### src/rtl/max7219_pkg.sv
// max7219_pkg
//   Shared constants for the MAX7219 serial path: register addresses,
//   the 16-bit frame width, the word transmitter state encoding and
//   small helpers used to size the phase counter.
//   No ports (package).
package max7219_pkg;

    // Width of one MAX7219 register write: {4'bx, addr[3:0], data[7:0]}
    localparam int WORD_W = 16;

    // MAX7219 register addresses
    localparam logic [3:0] NOOP      = 4'h0;
    localparam logic [3:0] DIGIT0    = 4'h1;
    localparam logic [3:0] DIGIT1    = 4'h2;
    localparam logic [3:0] DIGIT2    = 4'h3;
    localparam logic [3:0] DIGIT3    = 4'h4;
    localparam logic [3:0] DIGIT4    = 4'h5;
    localparam logic [3:0] DIGIT5    = 4'h6;
    localparam logic [3:0] DIGIT6    = 4'h7;
    localparam logic [3:0] DIGIT7    = 4'h8;
    localparam logic [3:0] DECODE    = 4'h9;
    localparam logic [3:0] INTENSITY = 4'hA;
    localparam logic [3:0] SCANLIMIT = 4'hB;
    localparam logic [3:0] SHUTDOWN  = 4'hC;
    localparam logic [3:0] DISPTEST  = 4'hF;

    // Word transmitter state encoding
    localparam int         ST_W        = 3;
    localparam logic [2:0] ST_IDLE     = 3'd0;
    localparam logic [2:0] ST_SETUP    = 3'd1;
    localparam logic [2:0] ST_SHIFT_LO = 3'd2;
    localparam logic [2:0] ST_SHIFT_HI = 3'd3;
    localparam logic [2:0] ST_HOLD     = 3'd4;
    localparam logic [2:0] ST_GAP      = 3'd5;

    function automatic int max_of4(input int a, input int b, input int c, input int d);
        int m;
        m = a;
        if (b > m) m = b;
        if (c > m) m = c;
        if (d > m) m = d;
        return m;
    endfunction

    // Bits needed to hold the load value n-1 of an n-cycle phase (at least 1).
    function automatic int timer_width(input int n);
        return (n > 1) ? $clog2(n) : 1;
    endfunction

endpackage

### src/rtl/max7219_word_tx_phase_timer.sv
// max7219_phase_timer
//   Loadable down-counter that times every fixed-length phase of a frame.
//   A phase of N cycles is started by loading N-1; the phase ends in the
//   cycle where zero_o is high.
//   Ports:
//     clk      in   system clock
//     reset    in   synchronous, active-low reset (clears the count)
//     load_i   in   load value_i this cycle
//     value_i  in   [W-1:0] load value
//     zero_o   out  count is zero
module max7219_phase_timer #(
    parameter int W = 1
) (
    input  logic         clk,
    input  logic         reset,
    input  logic         load_i,
    input  logic [W-1:0] value_i,
    output logic         zero_o
);

    logic [W-1:0] count_q;
    logic [W-1:0] count_d;

    assign zero_o = (count_q == '0);

    always_comb begin
        count_d = count_q;
        if (load_i) begin
            count_d = value_i;
        end else if (!zero_o) begin
            count_d = count_q - W'(1);
        end
    end

    always_ff @(posedge clk) begin
        if (!reset) begin
            count_q <= '0;
        end else begin
            count_q <= count_d;
        end
    end

endmodule

### src/rtl/max7219_word_tx.sv
// max7219_word_tx
//   Serializes one 16-bit MAX7219 register write per handshake, MSB first,
//   with cs held low across all 16 sclk periods; the cs rising edge latches
//   the register in the MAX7219.
//   Optional feature: define MAX7219_TXCNT_EN to add the tx_count output
//   (frames completed since reset, wrapping at 16 bits).
//   Ports:
//     clk        in   system clock
//     reset      in   synchronous, active-low reset
//     word_in    in   [15:0] {4'bx, addr[3:0], data[7:0]}, captured on accept
//     valid      in   upstream has a word
//     ready      out  idle and able to accept (registered)
//     done       out  one-cycle pulse: frame complete and latched
//     mosi       out  serial data to MAX7219 DIN
//     sclk       out  serial clock, MAX7219 samples on its rising edge
//     cs         out  chip select / LOAD, active low
//     tx_count   out  [15:0] completed frames (MAX7219_TXCNT_EN only)
//     state_dbg  out  [2:0] current FSM state
//
// Handshake: a word is accepted at a clk edge where valid && ready. ready is
// a registered output that is high only in IDLE, so valid presented while
// ready is low is ignored and word_in is sampled only at the accept edge.
module max7219_word_tx
    import max7219_pkg::*;
#(
    parameter int CLK_DIV  = 25,
    parameter int CS_SETUP = 2,
    parameter int CS_HOLD  = 2,
    parameter int CS_GAP   = 2
) (
    input  logic              clk,
    input  logic              reset,
    input  logic [WORD_W-1:0] word_in,
    input  logic              valid,
    output logic              ready,
    output logic              done,
    output logic              mosi,
    output logic              sclk,
    output logic              cs,
`ifdef MAX7219_TXCNT_EN
    output logic [15:0]       tx_count,
`endif
    output logic [ST_W-1:0]   state_dbg
);

    localparam int TW    = timer_width(max_of4(CLK_DIV, CS_SETUP, CS_HOLD, CS_GAP));
    localparam int BIT_W = $clog2(WORD_W);

    localparam logic [TW-1:0]    LD_DIV   = TW'(CLK_DIV - 1);
    localparam logic [TW-1:0]    LD_SETUP = TW'(CS_SETUP - 1);
    localparam logic [TW-1:0]    LD_HOLD  = TW'(CS_HOLD - 1);
    localparam logic [TW-1:0]    LD_GAP   = TW'(CS_GAP - 1);
    localparam logic [BIT_W-1:0] BIT_LAST = BIT_W'(WORD_W - 1);
    localparam logic [BIT_W-1:0] BIT_ONE  = BIT_W'(1);

    logic [ST_W-1:0]   state_q, state_d;
    logic [WORD_W-1:0] shift_q, shift_d;
    logic [BIT_W-1:0]  bit_q, bit_d;
    logic              mosi_q, mosi_d;
    logic              done_q, done_d;
    logic              cs_q, sclk_q, ready_q;
    logic              cs_d, sclk_d, ready_d;

    logic              tmr_load;
    logic [TW-1:0]     tmr_value;
    logic              tmr_zero;

    max7219_phase_timer #(.W(TW)) u_timer (
        .clk     (clk),
        .reset   (reset),
        .load_i  (tmr_load),
        .value_i (tmr_value),
        .zero_o  (tmr_zero)
    );

    // Each state is entered with the timer loaded for its own duration, so
    // every state simply waits for tmr_zero and loads the next duration.
    always_comb begin
        state_d   = state_q;
        shift_d   = shift_q;
        bit_d     = bit_q;
        mosi_d    = mosi_q;
        done_d    = 1'b0;
        tmr_load  = 1'b0;
        tmr_value = '0;
        case (state_q)
            ST_IDLE: begin
                mosi_d = 1'b0;
                if (valid && ready_q) begin
                    state_d   = ST_SETUP;
                    shift_d   = word_in;
                    bit_d     = BIT_LAST;
                    mosi_d    = word_in[WORD_W-1];
                    tmr_load  = 1'b1;
                    tmr_value = LD_SETUP;
                end
            end
            ST_SETUP: begin
                if (tmr_zero) begin
                    state_d   = ST_SHIFT_LO;
                    tmr_load  = 1'b1;
                    tmr_value = LD_DIV;
                end
            end
            ST_SHIFT_LO: begin
                if (tmr_zero) begin
                    state_d   = ST_SHIFT_HI;
                    tmr_load  = 1'b1;
                    tmr_value = LD_DIV;
                end
            end
            ST_SHIFT_HI: begin
                if (tmr_zero) begin
                    shift_d  = shift_q << 1;
                    tmr_load = 1'b1;
                    if (bit_q != '0) begin
                        // Next bit goes out together with sclk falling.
                        bit_d     = bit_q - BIT_ONE;
                        state_d   = ST_SHIFT_LO;
                        mosi_d    = shift_d[WORD_W-1];
                        tmr_value = LD_DIV;
                    end else begin
                        // Last bit stays on mosi through HOLD and GAP.
                        state_d   = ST_HOLD;
                        tmr_value = LD_HOLD;
                    end
                end
            end
            ST_HOLD: begin
                if (tmr_zero) begin
                    state_d   = ST_GAP;
                    tmr_load  = 1'b1;
                    tmr_value = LD_GAP;
                end
            end
            ST_GAP: begin
                if (tmr_zero) begin
                    state_d = ST_IDLE;
                    done_d  = 1'b1;
                    mosi_d  = 1'b0;
                end
            end
            default: begin
                state_d = ST_IDLE;
                mosi_d  = 1'b0;
            end
        endcase
    end

    // Pin levels are decoded from the next state so they change on the same
    // edge as the state register, with no combinational path to the pins.
    assign cs_d    = (state_d == ST_IDLE) || (state_d == ST_GAP);
    assign sclk_d  = (state_d == ST_SHIFT_HI);
    assign ready_d = (state_d == ST_IDLE);

    always_ff @(posedge clk) begin
        if (!reset) begin
            state_q <= ST_IDLE;
            shift_q <= '0;
            bit_q   <= '0;
            mosi_q  <= 1'b0;
            done_q  <= 1'b0;
            cs_q    <= 1'b1;
            sclk_q  <= 1'b0;
            ready_q <= 1'b0;
        end else begin
            state_q <= state_d;
            shift_q <= shift_d;
            bit_q   <= bit_d;
            mosi_q  <= mosi_d;
            done_q  <= done_d;
            cs_q    <= cs_d;
            sclk_q  <= sclk_d;
            ready_q <= ready_d;
        end
    end

`ifdef MAX7219_TXCNT_EN
    logic [15:0] tx_count_q;

    always_ff @(posedge clk) begin
        if (!reset) begin
            tx_count_q <= '0;
        end else if (done_q) begin
            tx_count_q <= tx_count_q + 16'd1;
        end
    end

    assign tx_count = tx_count_q;
`endif

    assign ready     = ready_q;
    assign done      = done_q;
    assign mosi      = mosi_q;
    assign sclk      = sclk_q;
    assign cs        = cs_q;
    assign state_dbg = state_q;

endmodule

### config.mk
export PLATFORM = sky130hd
export DESIGN_NAME = max7219_word_tx
export DESIGN_NICKNAME = d
export VERILOG_FILES = /design/src/rtl/max7219_pkg.sv /design/src/rtl/max7219_word_tx_phase_timer.sv /design/src/rtl/max7219_word_tx.sv
export SDC_FILE = /design/constraint.sdc
export NUM_CORES = 1
export LEC_CHECK = 0
export CAP_MARGIN = 10
export CORE_ASPECT_RATIO = 0.8
export CORE_MARGIN = 3
export CORE_UTILIZATION = 55
export CTS_CLUSTER_DIAMETER = 200
export DETAILED_ROUTE_END_ITERATION = 10
export PLACE_DENSITY_LB_ADDON = 0.3
export SLEW_MARGIN = 0
export SYNTH_ARGS = -nofsm -noshare
export SYNTH_HDL_FRONTEND = slang
export SYNTH_SLANG_ARGS = --single-unit
export TNS_END_PERCENT = 100
### constraint.sdc
create_clock -name clk -period 2.65 [get_ports clk]
set_clock_uncertainty 0.05 [all_clocks]
set_input_delay 0.53 -clock clk [delete_from_list [all_inputs] [get_ports clk]]
set_output_delay 0.53 -clock clk [all_outputs]
set_load 0.01 [all_outputs]
==> flow_metrics.env <==
export IMPL_outcome="complete, no violations"
export IMPL_synth_seq_cells=32
export IMPL_netlist_cell_type_count=43
export IMPL_fin_crit_ns=2.16
export IMPL_p_int_uw=1310
export IMPL_areaGrowthSynthToFinish_pct=24.6
export IMPL_crit_fanout=8
export IMPL_nFillCells=216
export IMPL_startpoint_type="register"
export IMPL_endpoint_kind="register"
export IMPL_regArea_um2=641
export IMPL_gr_usage_all_layers_pct=22.0
export IMPL_antenna_found_initial=0
export IMPL_fin_ws_ns=0.488
export IMPL_cts_resized=0
export IMPL_ant_nets=0
export IMPL_wire_per_inst_um=14.4
export IMPL_required_ns=2.81
export IMPL_drtIter0Drc=146
export IMPL_cts_buffers=5
export IMPL_grt_max_degree=30
export IMPL_crit_path_top_delay_cell="nor4b_2"
export IMPL_finalSetupTns_ns=0
export IMPL_cts_hold_buf=0
export IMPL_clk_pin_slew_ns=0.06
export IMPL_tightest_slew_ns=0.690
export IMPL_pwr_share_clk_pct=25.1
export IMPL_seqPwrFrac_pct=35.0
export IMPL_worst_path_buf_inv=2
export IMPL_crit_reg2reg_launch="u_timer.count_q[0]$_SDFFE_PN0P_"
export IMPL_pwr_share_comb_pct=39.9
export IMPL_drv_cap=0
export IMPL_multiInputGateArea_um2=943
export IMPL_crit_type="reg2reg"
export IMPL_postLayoutCellArea_um2=2100
export IMPL_period_share_pct=81.6
export IMPL_dieArea_um2=3770
export IMPL_setup_viol=0
export IMPL_postSynthCellCount=194
export IMPL_die_w_um=67.9
export IMPL_yosys_warnings=0
export IMPL_syn_area_per_cell_um2=8.68
export IMPL_dp_slack_ns=0.529
export IMPL_p_sw_uw=698
export IMPL_max_slew_margin_pct=53.9
export IMPL_crit_family="simple AND/OR/NAND/NOR gates"
export IMPL_rsz0062_at_grt="no"
export IMPL_grt_overflow_total=0
export IMPL_synth_seq_area_share_pct=38.0
export IMPL_hpwlAfterDp_um=2600
export IMPL_core_area_um2=2850
export IMPL_fmax_mhz=462
export IMPL_drt_wl_total_um=3720
export IMPL_dieHeight_um=55.5
export IMPL_final_core_utilization_pct=73.6
export IMPL_p_leak_uw=0.000770
export IMPL_p_total_uw=2000
export IMPL_initial_utilization_pct=59.1
export IMPL_drive_gt1_share_pct=16.3
export IMPL_switching_share_pct=34.8
export IMPL_powerDensity_nw_per_um2=955
export IMPL_first_pass_iters=4
export IMPL_critPathMaxStageDelay_ns=0.60
export IMPL_cts_max_path_buffers=2
export IMPL_diodes=0
export IMPL_hold_viol=0
export IMPL_drv_slew=0
export IMPL_placed_area_um2=1970
export IMPL_crit_chain="inv_1 -> ha_1 -> nor4b_2 -> buf_4 -> nand4_1 -> a31o_2 -> a21oi_1"
export IMPL_drc=0
export IMPL_cts_setup_buffers=0
export IMPL_h_tree_depth=2
export IMPL_startpoint="u_timer.count_q[0]$_SDFFE_PN0P_"
export IMPL_hold_path_class="reg2reg"
export IMPL_cts_tree="built"
export IMPL_finalNetCount=243
export IMPL_hold_start="mosi$_SDFFE_PN0P_"
export IMPL_cp_arrival_ns=2.32
export IMPL_syn_nets=217
export IMPL_vias=1496
export IMPL_irDropWorstVdd_v=0.000596
export IMPL_ios=27
export IMPL_core_rowCount=17
export IMPL_grt_pass1_wl_um=6390
export IMPL_io_buffers=26
export IMPL_synthFlopType="dfxtp_1"
export IMPL_netlist_area_um2=1680
export IMPL_vias_per_cell=5.78
export IMPL_gp_congestion=0.860
export IMPL_clock_sinks=32
export IMPL_grt_pass1_vias=1379
export IMPL_synth_edf_count=0
export IMPL_clk_latency_ns=0.28
export IMPL_async_flop_share_pct=0
export IMPL_cts_root_buf="clkbuf_8"
[area by class of cell]
cell class | instances | area share [%]
clock buffers | 7 | 4.59
repair buffers | 31 | 14.8
well taps | 38 | 2.27
multi-input cells | 142 | 45.0
inverters | 8 | 1.43
clock inverters | 1 | 1.43
flip-flops and latches | 32 | 30.5
[through the flow]
stage	cells	hold slack (ns)
after detailed placement	251	0.429
after floorplan	194	0.408
final	259	0.441
after global routing	259	0.469
after global placement	251	0.413
after CTS	259	0.439
[path summary, 6_finish.rpt]
check / cells past startpoint / to / slack [ns]
max: 7 / mosi$_SDFFE_PN0P_ / 0.49
min: 2 / mosi$_SDFFE_PN0P_ / 0.44
max reg2reg: 7 / mosi$_SDFFE_PN0P_ / 0.49
min reg2reg: 2 / mosi$_SDFFE_PN0P_ / 0.44
[kinds of logic after synthesis]
family | share of synthesized area, %
adders and majority gates | 2.97
buffers and inverters | 5.94
xor gates and xnor gates | 2.08
DFF | 38.0
muxes | 0.594
and+or+nand+nor | 26.4
AOI/OAI and AO/OA | 23.9
[cell usage in the layout (no fill, tap or decap), types with 2 or more instances in the layout]
| master | synthesis | layout |
|---|---|---|
| a211o_1 | 2 | 2 |
| a211oi_1 | 2 | 2 |
| a21oi_1 | 10 | 10 |
| a311oi_2 | 14 | 14 |
| and3_1 | 4 | 4 |
| buf_4 | 0 | 4 |
| clkbuf_8 | 0 | 7 |
| clkdlybuf4s50_1 | 0 | 26 |
| dfxtp_1 | 32 | 32 |
| ha_1 | 4 | 4 |
| inv_1 | 8 | 8 |
| nand2_1 | 37 | 37 |
| nand3_1 | 2 | 2 |
| nand3b_1 | 2 | 2 |
| nand4_1 | 4 | 4 |
| nor2_1 | 23 | 23 |
| nor3_1 | 5 | 5 |
| nor3b_1 | 2 | 2 |
| o21ai_0 | 4 | 4 |
| or3_1 | 2 | 2 |
| xnor2_1 | 2 | 2 |
| xor2_1 | 2 | 2 |
[worst reg2reg max path, cell delays in order (launching register included)]
cell	delay (ns)
dfxtp_1	0.31
inv_1	0.11
ha_1	0.22
nor4b_2	0.60
buf_4	0.27
nand4_1	0.12
a31o_2	0.29
a21oi_1	0.13
[cell usage after synthesis, types with 4 or more instances]
cell      count  area, um^2
nor2_1       23        86.3
inv_1         8        30.0
a311oi_2     14         210
nand2_1      37         139
a21oi_1      10        50.1
ha_1          4        50.1
dfxtp_1      32         641
o21ai_0       4        20.0
nor3_1        5        25.0
and3_1        4        25.0
nand4_1       4        25.0
clkbuf_1      7        26.3
[flip-flops by register name, indices dropped and copies added (netlist names)]
register,count
mosi,1
sclk,1
done,1
shift_q,15
cs,1
state_dbg,3
ready,1
u_timer.count_q,5
bit_q,4
[layer usage]
layer	global-route usage, %	up-vias	routed length (um)
met2	33.3	60	1690
met1	29.4	686	1740
li1	-	744	-
met5	0	-	0
met3	6.91	6	263
met4	7.08	0	34
[power by group through the flow]
stage	sequential (uW)	combinational, uW	clock [uW]
after floorplan	677	617	0
after global placement	696	740	0
after detailed placement	705	778	0
after CTS	696	785	512
after global routing	717	869	536
final	701	799	504
Power figures use the tool's default switching activity.
